--- src/rtl/packet_pkg.sv ---
// Shared sizes and types for the 4-port switch datapath and its output scheduler.
package packet_pkg;

    localparam int DEF_NUM_PORTS   = 4;
    localparam int DEF_HOLD_CYCLES = 3;
    localparam int DEF_SEL_W       = $clog2(DEF_NUM_PORTS);
    localparam int CNT_W           = 4;

    typedef logic [DEF_NUM_PORTS-1:0] port_mask_t;
    typedef logic [DEF_SEL_W-1:0]     port_idx_t;
    typedef logic [CNT_W-1:0]         hold_cnt_t;

    typedef enum logic {
        OUT_IDLE,
        OUT_HELD
    } out_state_e;

endpackage

--- src/rtl/out_hold_ctr.sv ---
// Per-output ownership tracker: hold counter, owning input index and the
// free / still-held flags the allocator consults.
module out_hold_ctr
    import packet_pkg::*;
#(
    parameter int SEL_W       = DEF_SEL_W,
    parameter int HOLD_CYCLES = DEF_HOLD_CYCLES
) (
    input  logic             clk,
    input  logic             rst,
    input  logic             load,
    input  logic [SEL_W-1:0] src,
    output logic [SEL_W-1:0] mux_sel,
    output logic             active,
    output logic             free,
    output logic             held_long
);

    localparam hold_cnt_t HOLD_VAL = hold_cnt_t'(HOLD_CYCLES);
    localparam hold_cnt_t CNT_ONE  = hold_cnt_t'(1);

    out_state_e       state;
    out_state_e       state_nxt;
    hold_cnt_t        cnt;
    hold_cnt_t        cnt_nxt;
    logic [SEL_W-1:0] sel_nxt;

    always_ff @(posedge clk) begin
        if (rst) begin
            state   <= OUT_IDLE;
            cnt     <= '0;
            mux_sel <= '0;
            active  <= 1'b0;
        end else begin
            state   <= state_nxt;
            cnt     <= cnt_nxt;
            mux_sel <= sel_nxt;
            active  <= (cnt_nxt != '0);
        end
    end

    // A load while HELD only happens on the last cycle, giving bubble-free handover.
    always_comb begin
        state_nxt = state;
        cnt_nxt   = cnt;
        sel_nxt   = mux_sel;
        case (state)
            OUT_IDLE: begin
                if (load) begin
                    state_nxt = OUT_HELD;
                    cnt_nxt   = HOLD_VAL;
                    sel_nxt   = src;
                end
            end
            OUT_HELD: begin
                if (load) begin
                    cnt_nxt = HOLD_VAL;
                    sel_nxt = src;
                end else begin
                    cnt_nxt = cnt - CNT_ONE;
                    if (cnt == CNT_ONE) begin
                        state_nxt = OUT_IDLE;
                    end
                end
            end
            default: begin
                state_nxt = OUT_IDLE;
                cnt_nxt   = '0;
            end
        endcase
    end

    assign free      = (state == OUT_IDLE) || (cnt == CNT_ONE);
    assign held_long = (state == OUT_HELD) && (cnt > CNT_ONE);

endmodule

--- src/rtl/switch_scheduler.sv ---
// Output-port scheduler: rotating-priority all-or-nothing allocation of
// output ports to input destination masks, with a fixed per-grant hold time.
module switch_scheduler
    import packet_pkg::*;
#(
    parameter int NUM_PORTS   = DEF_NUM_PORTS,
    parameter int HOLD_CYCLES = DEF_HOLD_CYCLES,
    parameter int SEL_W       = $clog2(NUM_PORTS)
) (
    input  logic                 clk,
    input  logic                 rst,
    input  logic [NUM_PORTS-1:0] port0_dst,
    input  logic [NUM_PORTS-1:0] port1_dst,
    input  logic [NUM_PORTS-1:0] port2_dst,
    input  logic [NUM_PORTS-1:0] port3_dst,
    output logic [NUM_PORTS-1:0] grant_bus,
    output logic [SEL_W-1:0]     mux_sel0,
    output logic [SEL_W-1:0]     mux_sel1,
    output logic [SEL_W-1:0]     mux_sel2,
    output logic [SEL_W-1:0]     mux_sel3,
    output logic                 active0,
    output logic                 active1,
    output logic                 active2,
    output logic                 active3,
    output logic                 busy
);

    logic [NUM_PORTS-1:0] dst [NUM_PORTS];
    logic [SEL_W-1:0]     sel [NUM_PORTS];
    logic [SEL_W-1:0]     load_src_p0 [NUM_PORTS];
    logic [NUM_PORTS-1:0] load_vec_p0;
    logic [NUM_PORTS-1:0] grant_p0;
    logic [NUM_PORTS-1:0] claimed;
    logic [NUM_PORTS-1:0] out_free;
    logic [NUM_PORTS-1:0] out_long;
    logic [NUM_PORTS-1:0] out_active;
    logic [NUM_PORTS-1:0] in_busy;
    logic [SEL_W-1:0]     ptr;
    logic [SEL_W-1:0]     first_idx;
    logic [SEL_W-1:0]     cand;
    logic                 any_grant;

    assign dst[0] = port0_dst;
    assign dst[1] = port1_dst;
    assign dst[2] = port2_dst;
    assign dst[3] = port3_dst;

    // An input still mid-packet on some output may not start another one.
    always_comb begin
        in_busy = '0;
        for (int k = 0; k < NUM_PORTS; k++) begin
            if (out_long[k]) begin
                in_busy[sel[k]] = 1'b1;
            end
        end
    end

    always_comb begin
        grant_p0  = '0;
        claimed   = '0;
        any_grant = 1'b0;
        first_idx = ptr;
        cand      = ptr;
        for (int off = 0; off < NUM_PORTS; off++) begin
            cand = SEL_W'((int'(ptr) + off) % NUM_PORTS);
            if ((dst[cand] != '0) && !in_busy[cand] &&
                ((dst[cand] & ~(out_free & ~claimed)) == '0)) begin
                grant_p0[cand] = 1'b1;
                claimed        = claimed | dst[cand];
                if (!any_grant) begin
                    first_idx = cand;
                    any_grant = 1'b1;
                end
            end
        end
    end

    always_comb begin
        load_vec_p0 = '0;
        for (int k = 0; k < NUM_PORTS; k++) begin
            load_src_p0[k] = '0;
        end
        for (int i = 0; i < NUM_PORTS; i++) begin
            for (int k = 0; k < NUM_PORTS; k++) begin
                if (grant_p0[i] && dst[i][k]) begin
                    load_vec_p0[k] = 1'b1;
                    load_src_p0[k] = SEL_W'(i);
                end
            end
        end
    end

    // p0 -> p1: allocation result registered onto the grant bus and pointer
    always_ff @(posedge clk) begin
        if (rst) begin
            grant_bus <= '0;
            ptr       <= '0;
        end else begin
            grant_bus <= grant_p0;
            if (any_grant) begin
                ptr <= SEL_W'((int'(first_idx) + 1) % NUM_PORTS);
            end
        end
    end

    for (genvar k = 0; k < NUM_PORTS; k++) begin : g_out
        out_hold_ctr #(
            .SEL_W       (SEL_W),
            .HOLD_CYCLES (HOLD_CYCLES)
        ) u_ctr (
            .clk       (clk),
            .rst       (rst),
            .load      (load_vec_p0[k]),
            .src       (load_src_p0[k]),
            .mux_sel   (sel[k]),
            .active    (out_active[k]),
            .free      (out_free[k]),
            .held_long (out_long[k])
        );
    end

    assign mux_sel0 = sel[0];
    assign mux_sel1 = sel[1];
    assign mux_sel2 = sel[2];
    assign mux_sel3 = sel[3];
    assign active0  = out_active[0];
    assign active1  = out_active[1];
    assign active2  = out_active[2];
    assign active3  = out_active[3];
    assign busy     = |out_active;

endmodule

--- config.mk ---
export PLATFORM = sky130hd
export DESIGN_NAME = switch_scheduler
export DESIGN_NICKNAME = d
export VERILOG_FILES = /design/src/rtl/packet_pkg.sv /design/src/rtl/out_hold_ctr.sv /design/src/rtl/switch_scheduler.sv
export SDC_FILE = /design/constraint.sdc
export NUM_CORES = 1
export LEC_CHECK = 0
export BUFFER_PORTS_ARGS = -buffer_cell sky130_fd_sc_hd__buf_2
export CORE_MARGIN = 2
export CORE_UTILIZATION = 40
export CTS_BUF_LIST = sky130_fd_sc_hd__clkbuf_4
export DETAILED_ROUTE_END_ITERATION = 16
export PLACE_DENSITY_LB_ADDON = 0.3
export SLEW_MARGIN = 30
export SYNTH_ARGS = -nofsm -noshare
export SYNTH_HDL_FRONTEND = slang
export SYNTH_SLANG_ARGS = --single-unit
--- constraint.sdc ---
create_clock -name clk -period 6.1 [get_ports clk]
set_input_delay 0.915 -clock clk [delete_from_list [all_inputs] [get_ports clk]]
set_output_delay 0.915 -clock clk [all_outputs]
set_load 0.02 [all_outputs]
==> out/metrics.yaml, run 1 <==
max_freq_ghz: 0.213
syn_nets: 396
grt_pass1_vias: 2914
firstDrtPassIters: 5
clk_pin_slew_ps: 120
rsz0062_at_grt: "false"
synth-edff-count: 0
timing.final.hold_violations: 0
cap_viol_max_count: 0
ys_async_sr_fraction: 0
tightest_slew_ps: 736
ant_nets: 0
finClkSkew_ps: 13.2
final_nets: 421
ys_warn_count: 0
startpoint_type: "register"
htreeDepth: 2
fin_setup_tns_ps: 0
core_area_um2: 8130
ioPinCount: 35
drt-total-wl_um: 9300
grt_max_degree: 39
dp_hpwl_um: 6970
overflow: 0
area_delta_synth_final_pct: 9.97
cts_inserted_buffers: 5
routedWlPerCell_um: 18.8
die_y_um: 95.0
setup_violations: 0
ys_types: 58
rows: 33
routed_via_density: 6.39
antenna_found_initial: 0
drive_above_1_share: 0.198
grt_usage: 0.209
post-place-ws_ps: 1350
netlist_area_um2: 3310
drt_iter0_drc: 355
cp_max_fo: 14
die_area_um2: 9030
clock-root-buffer: "clkbuf_4"
maxSlewViolCount: 0
cts_tree: "done"
syn_area_per_cell_um2: 9.13
end_kind: "register"
syn_inst: 363
synth-seq-cells: 38
grt_pass1_wl_um: 14600
vias: 3158
initial_core_util: 0.407
period_share: 0.769
holdBufCountCts: 0
dieWidth_um: 95.0
arrival_ps: 4920
status: "complete, no violations"
worstPathRequired_ps: 6330
timing.final.crit_period_ps: 4690
clock_latency_ps: 360
ctsLongestPathBuffers: 2
routabilityCongestion: 0.955
diodes: 0
remaining_drc_errors: 0
numPortBuffers: 34
postCtsSetupRepairBufs: 0
ys.flop_type: "dfxtp_1"
min_path_type: "register to register"
critical_path_class: "register to register"
layout_setup_ws_ps: 1410
post_cts_resized: 0
cts_sinks: 38
slew_headroom: 0.509
synth_seq_area_share: 0.230
[cell families (layout without fill, tap and decap cells)]
group                      count (synthesis)  count (layout)  share of synthesized area
and+or+nand+nor                          117             117                      0.200
AOI/OAI and AO/OA                        116             116                      0.279
buffers and inverters                     40              66                     0.0540
DFF                                       38              38                      0.230
muxes                                     21              21                      0.139
xor gates and xnor gates                  16              16                     0.0423
adders and majority gates                 15              15                     0.0566
[critical path, stage by stage, from the launching register on]
cell and delay [ps]:
dfxtp_1 350, clkinv_1 260, ha_1 720, mux4_2 620, a21oi_1 190, nand2_1 70, a311o_1 390, o31a_1 360
a221o_2 480, o311ai_4 530, a22oi_1 230, and3_4 220, nor3b_1 130
[synth_stat cells (10+ instances only)]
cell	count	area share
dfxtp_1	38	0.23
nand2_1	34	0.039
a21oi_1	22	0.033
inv_1	20	0.023
mux4_2	20	0.14
a22oi_1	15	0.034
ha_1	15	0.057
nor2_1	13	0.015
o311ai_0	13	0.034
clkbuf_1	11	0.012
nor3b_1	10	0.023
[area by class of cell]
class	count	area (um2)
inverters	21	78.8
clock buffers	5	37.5
fillers	784	4490
multi-input cells	285	2370
repair buffers	37	193
well taps	105	131
clock inverters	3	68.8
flip-flops and latches	38	761
[routing by layer]
layer / track usage / part of all wire / wire, um
met1: 0.287 / 0.44 / 4070
met2: 0.346 / 0.47 / 4380
met3: 0.0285 / 0.074 / 690
met4: 0.0543 / 0.016 / 152
met5: 0 / 0 / 0
[state kept, by name, indices dropped and copies added (netlist names)]
name / count
g_out.u_ctr.cnt: 16
ptr: 2
g_out.u_ctr.mux_sel: 8
g_out.u_ctr.state: 4
g_out.u_ctr.active: 4
grant_bus: 4
[path summary, 6_finish.rpt]
| kind | start | end | slack [ps] | cells past startpoint |
|---|---|---|---|---|
| max | ptr[0] | g_out[0].u_ctr.cnt[2] | 1410 | 12 |
| min | g_out[0].u_ctr.mux_sel[1] | g_out[0].u_ctr.mux_sel[1] | 520 | 2 |
| min reg2reg | g_out[0].u_ctr.mux_sel[1] | g_out[0].u_ctr.mux_sel[1] | 520 | 2 |
| max reg2reg | ptr[0] | g_out[0].u_ctr.cnt[2] | 1410 | 12 |
[cell usage in the layout (no fill, tap or decap), drive strengths merged, types with 7 or more instances in the layout]
master,instances
and3,9
a22oi,15
nand2,34
a21oi,23
xnor2,9
nor2,13
a2bb2oi,8
and2,9
dfxtp,38
nor3b,10
buf,37
xor2,7
o21ai,7
mux4,20
o311ai,15
ha,15
inv,20
[per-stage QoR]
stage	cell area, um2	hold slack (ps)	utilization	std cells
3_3_place_gp	3540	510	0.435	486
6_report	3640	522	0.448	494
5_1_grt	3640	564	0.448	494
3_5_place_dp	3540	513	0.435	486
2_1_floorplan	3310	546	-	363
4_1_cts	3640	533	0.448	494
Power of run 1 is not shown: default switching activity piles up to over one toggle a cycle in this logic, so the estimate is an artifact.
==> inputs of run 2 (changes only) <==
Settings changed: ABC_AREA from default to 1.
Clock period 6.1 ns to 4.7 ns, I/O delays scaled along.
==> run 2 against run 1 <==
Sequential cell count unchanged. Critical path depth rose by 13. Clock-buffer cell count grew 1. Maximum frequency up 21%. Utilization rose by 0.69 points. Final area decreased by 2.5%. Sequential share of layout area increased by 0.54 points. Register-to-register slack worse by 600 ps. Setup slack worse by 600 ps. Die area decreased by 1.9%. Largest cell class unchanged.
==> out/metrics.yaml, run 2 <==
holdBufCountCts: 0  # unchanged
overflow: 0  # unchanged
period_share: 0.828  # +0.0592
end_kind: "register"
grt_pass1_vias: 3207  # +10%
ioPinCount: 35  # unchanged
yosysMostFrequentCell: "nand2_1"
timing.final.crit_period_ps: 3890  # -799 ps
arrival_ps: 4130  # -790 ps
yosys.area_share.xor_xnor: 0.0243  # -0.0180
min_path_type: "register to register"
synth_top_family_by_area: "simple AND/OR/NAND/NOR gates"
syn_inst: 534  # +47%
multi_input_area_um2: 2140  # -10%
critical_path_class: "register to register"
ys.flop_type: "dfxtp_1"
synth-adder-area-share: 0.0578  # +0.00116
grt_usage: 0.205  # -0.00440
worstPathRequired_ps: 4940  # -1390 ps
final_nets: 597  # +42%
ys_warn_count: 0  # unchanged
htreeDepth: 2  # unchanged
status: "complete, no violations"
setup_violations: 0  # unchanged
slowest_delay_ps: 430  # -290 ps
clock-root-buffer: "clkbuf_4"
netlist_top_cells_area: "dfxtp_1 (23%), nand2_1 (18%), nand3_1 (8.6%)"
startpoint_type: "register"
drt_iter0_drc: 145  # -59%
grt_max_degree: 31  # -21%
netlist_area_um2: 3250  # -2.0%
synthTopCellsByCount: "nand2_1 (154), inv_1 (65), nand3_1 (56)"
synth_compound_area_frac: 0.117  # -0.162
synth-edff-count: 0  # unchanged
grt_pass1_wl_um: 14500  # -0.47%
post_cts_resized: 0  # unchanged
numPortBuffers: 34  # unchanged
timing.final.hold_violations: 0  # unchanged
rows: 32  # -3.0%
slew_headroom: 0.622  # +0.113
ys_types: 40  # -31%
yosysTopAreaCell: "dfxtp_1"
finClkSkew_ps: 7.69  # -5.55 ps
syn_nets: 567  # +43%
initial_core_util: 0.416  # +0.00854
die_area_um2: 8850  # -1.9%
cp_max_fo: 23  # +9
vias: 3384  # +7.2%
cts_inserted_buffers: 5  # unchanged
fin_setup_tns_ps: 0  # unchanged
dieWidth_um: 94.1  # -0.96%
ys_async_sr_fraction: 0  # unchanged
tightest_slew_ps: 566  # -170 ps
routabilityCongestion: 0.872  # -8.6%
diodes: 0  # unchanged
ctsLongestPathBuffers: 2  # unchanged
fillerInstances: 821  # +4.7%
synth-seq-cells: 38  # unchanged
clock_latency_ps: 340  # -20 ps
remaining_drc_errors: 0  # unchanged
maxSlewViolCount: 0  # unchanged
routed_via_density: 5.07  # -21%
mostFrequentLayoutCells: "nand2_1 (154), inv_1 (65), nand3_1 (56)"
largest_reg_flops: 16  # unchanged
rsz0062_at_grt: "false"
critical-path-slowest-cell: "ha_1"
postCtsSetupRepairBufs: 0  # unchanged
drive_above_1_share: 0.156  # -0.0422
syn_area_per_cell_um2: 6.08  # -33%
die_y_um: 94.1  # -0.96%
synthMuxAreaShare: 0.00617  # -0.133
yosys.area.top_type_share: 0.234  # +0.00469
seqCellArea_um2: 761  # unchanged
ant_nets: 0  # unchanged
core_area_um2: 7810  # -4.0%
dp_hpwl_um: 7000  # +0.46%
synth_seq_area_share: 0.234  # +0.00469
yosys.area_share.simple: 0.452  # +0.253
reg_top3: "g_out.u_ctr.cnt x16, g_out.u_ctr.mux_sel x8"
crit_top_cell: "nand2_1"
firstDrtPassIters: 5  # unchanged
clk_pin_slew_ps: 110  # about the same
area_delta_synth_final_pct: 9.36
regMostFlops: "g_out.u_ctr.cnt"
final_common_cell: "nand2_1"
antenna_found_initial: 0  # unchanged
cts_sinks: 38  # unchanged
cap_viol_max_count: 0  # unchanged
routedWlPerCell_um: 13.0  # -31%
drt-total-wl_um: 8640  # -7.1%
cts_tree: "done"
max_freq_ghz: 0.257  # +21%
-- run 2: changes by cell type in the layout (fill, tap and decap cells not counted), sizes merged, moves of 15 or more --
cell and change:
nor2 +48, inv +52, nand3 +53, o311ai -15
mux4 -20, o21ai +26, nand2 +133
-- run 2: worst max-delay path: cells and delay by family, from the launching register on --
| family | cells | cell delay [ps] |
|---|---|---|
| AOI/OAI and AO/OA | 3 | 700 |
| buffers and inverters | 3 | 610 |
| adders and majority gates | 1 | 430 |
| and+or+nand+nor | 18 | 1690 |
| DFF | 1 | 360 |
-- run 2: stage by stage --
stage,util,worst slack [ps],cells,hold slack (ps),instance area (um2)
6_report,0.455,807,667,532,3550
4_1_cts,0.455,807,667,535,3550
3_5_place_dp,0.448,828,659,521,3500
3_3_place_gp,0.448,818,659,507,3500
2_1_floorplan,-,1240,534,527,3250
5_1_grt,0.455,237,667,554,3550
-- run 2: final timing paths --
kind / to / depth (start not counted) / start / slack (ps)
hold reg to reg: g_out[1].u_ctr.mux_sel[0] / 2 / g_out[1].u_ctr.mux_sel[0] / 530
setup / recovery: g_out[3].u_ctr.active / 25 / ptr[0] / 810
setup reg to reg: g_out[3].u_ctr.active / 25 / ptr[0] / 810
hold / removal: g_out[1].u_ctr.mux_sel[0] / 2 / g_out[1].u_ctr.mux_sel[0] / 530
-- run 2: layout make-up --
| class | count | share of cell area |
|---|---|---|
| flip-flops and latches | 38 | 0.214 |
| multi-input cells | 408 | 0.601 |
| repair buffers | 37 | 0.0543 |
| inverters | 74 | 0.0789 |
| clock buffers | 6 | 0.0127 |
| clock inverters | 2 | 0.00247 |
| well taps | 102 | 0.0359 |
-- run 2: metal layers --
metal / vias up / GRT usage / part of all wire / routed length (um)
met4: 0 / 0.0604 / 0.022 / 186
met5: - / 0 / 0 / 0
met3: 15 / 0.0233 / 0.047 / 403
met1: 1522 / 0.266 / 0.47 / 4060
met2: 89 / 0.354 / 0.46 / 3990
li1: 1758 / - / - / -
-- run 2: kinds of logic after synthesis --
kind of cell | after synthesis
AOI/OAI and AO/OA | 65
xor gates and xnor gates | 9
adders and majority gates | 15
buffers and inverters | 88
DFF | 38
muxes | 2
and+or+nand+nor | 317
Power of run 2 is left out for the same reason.
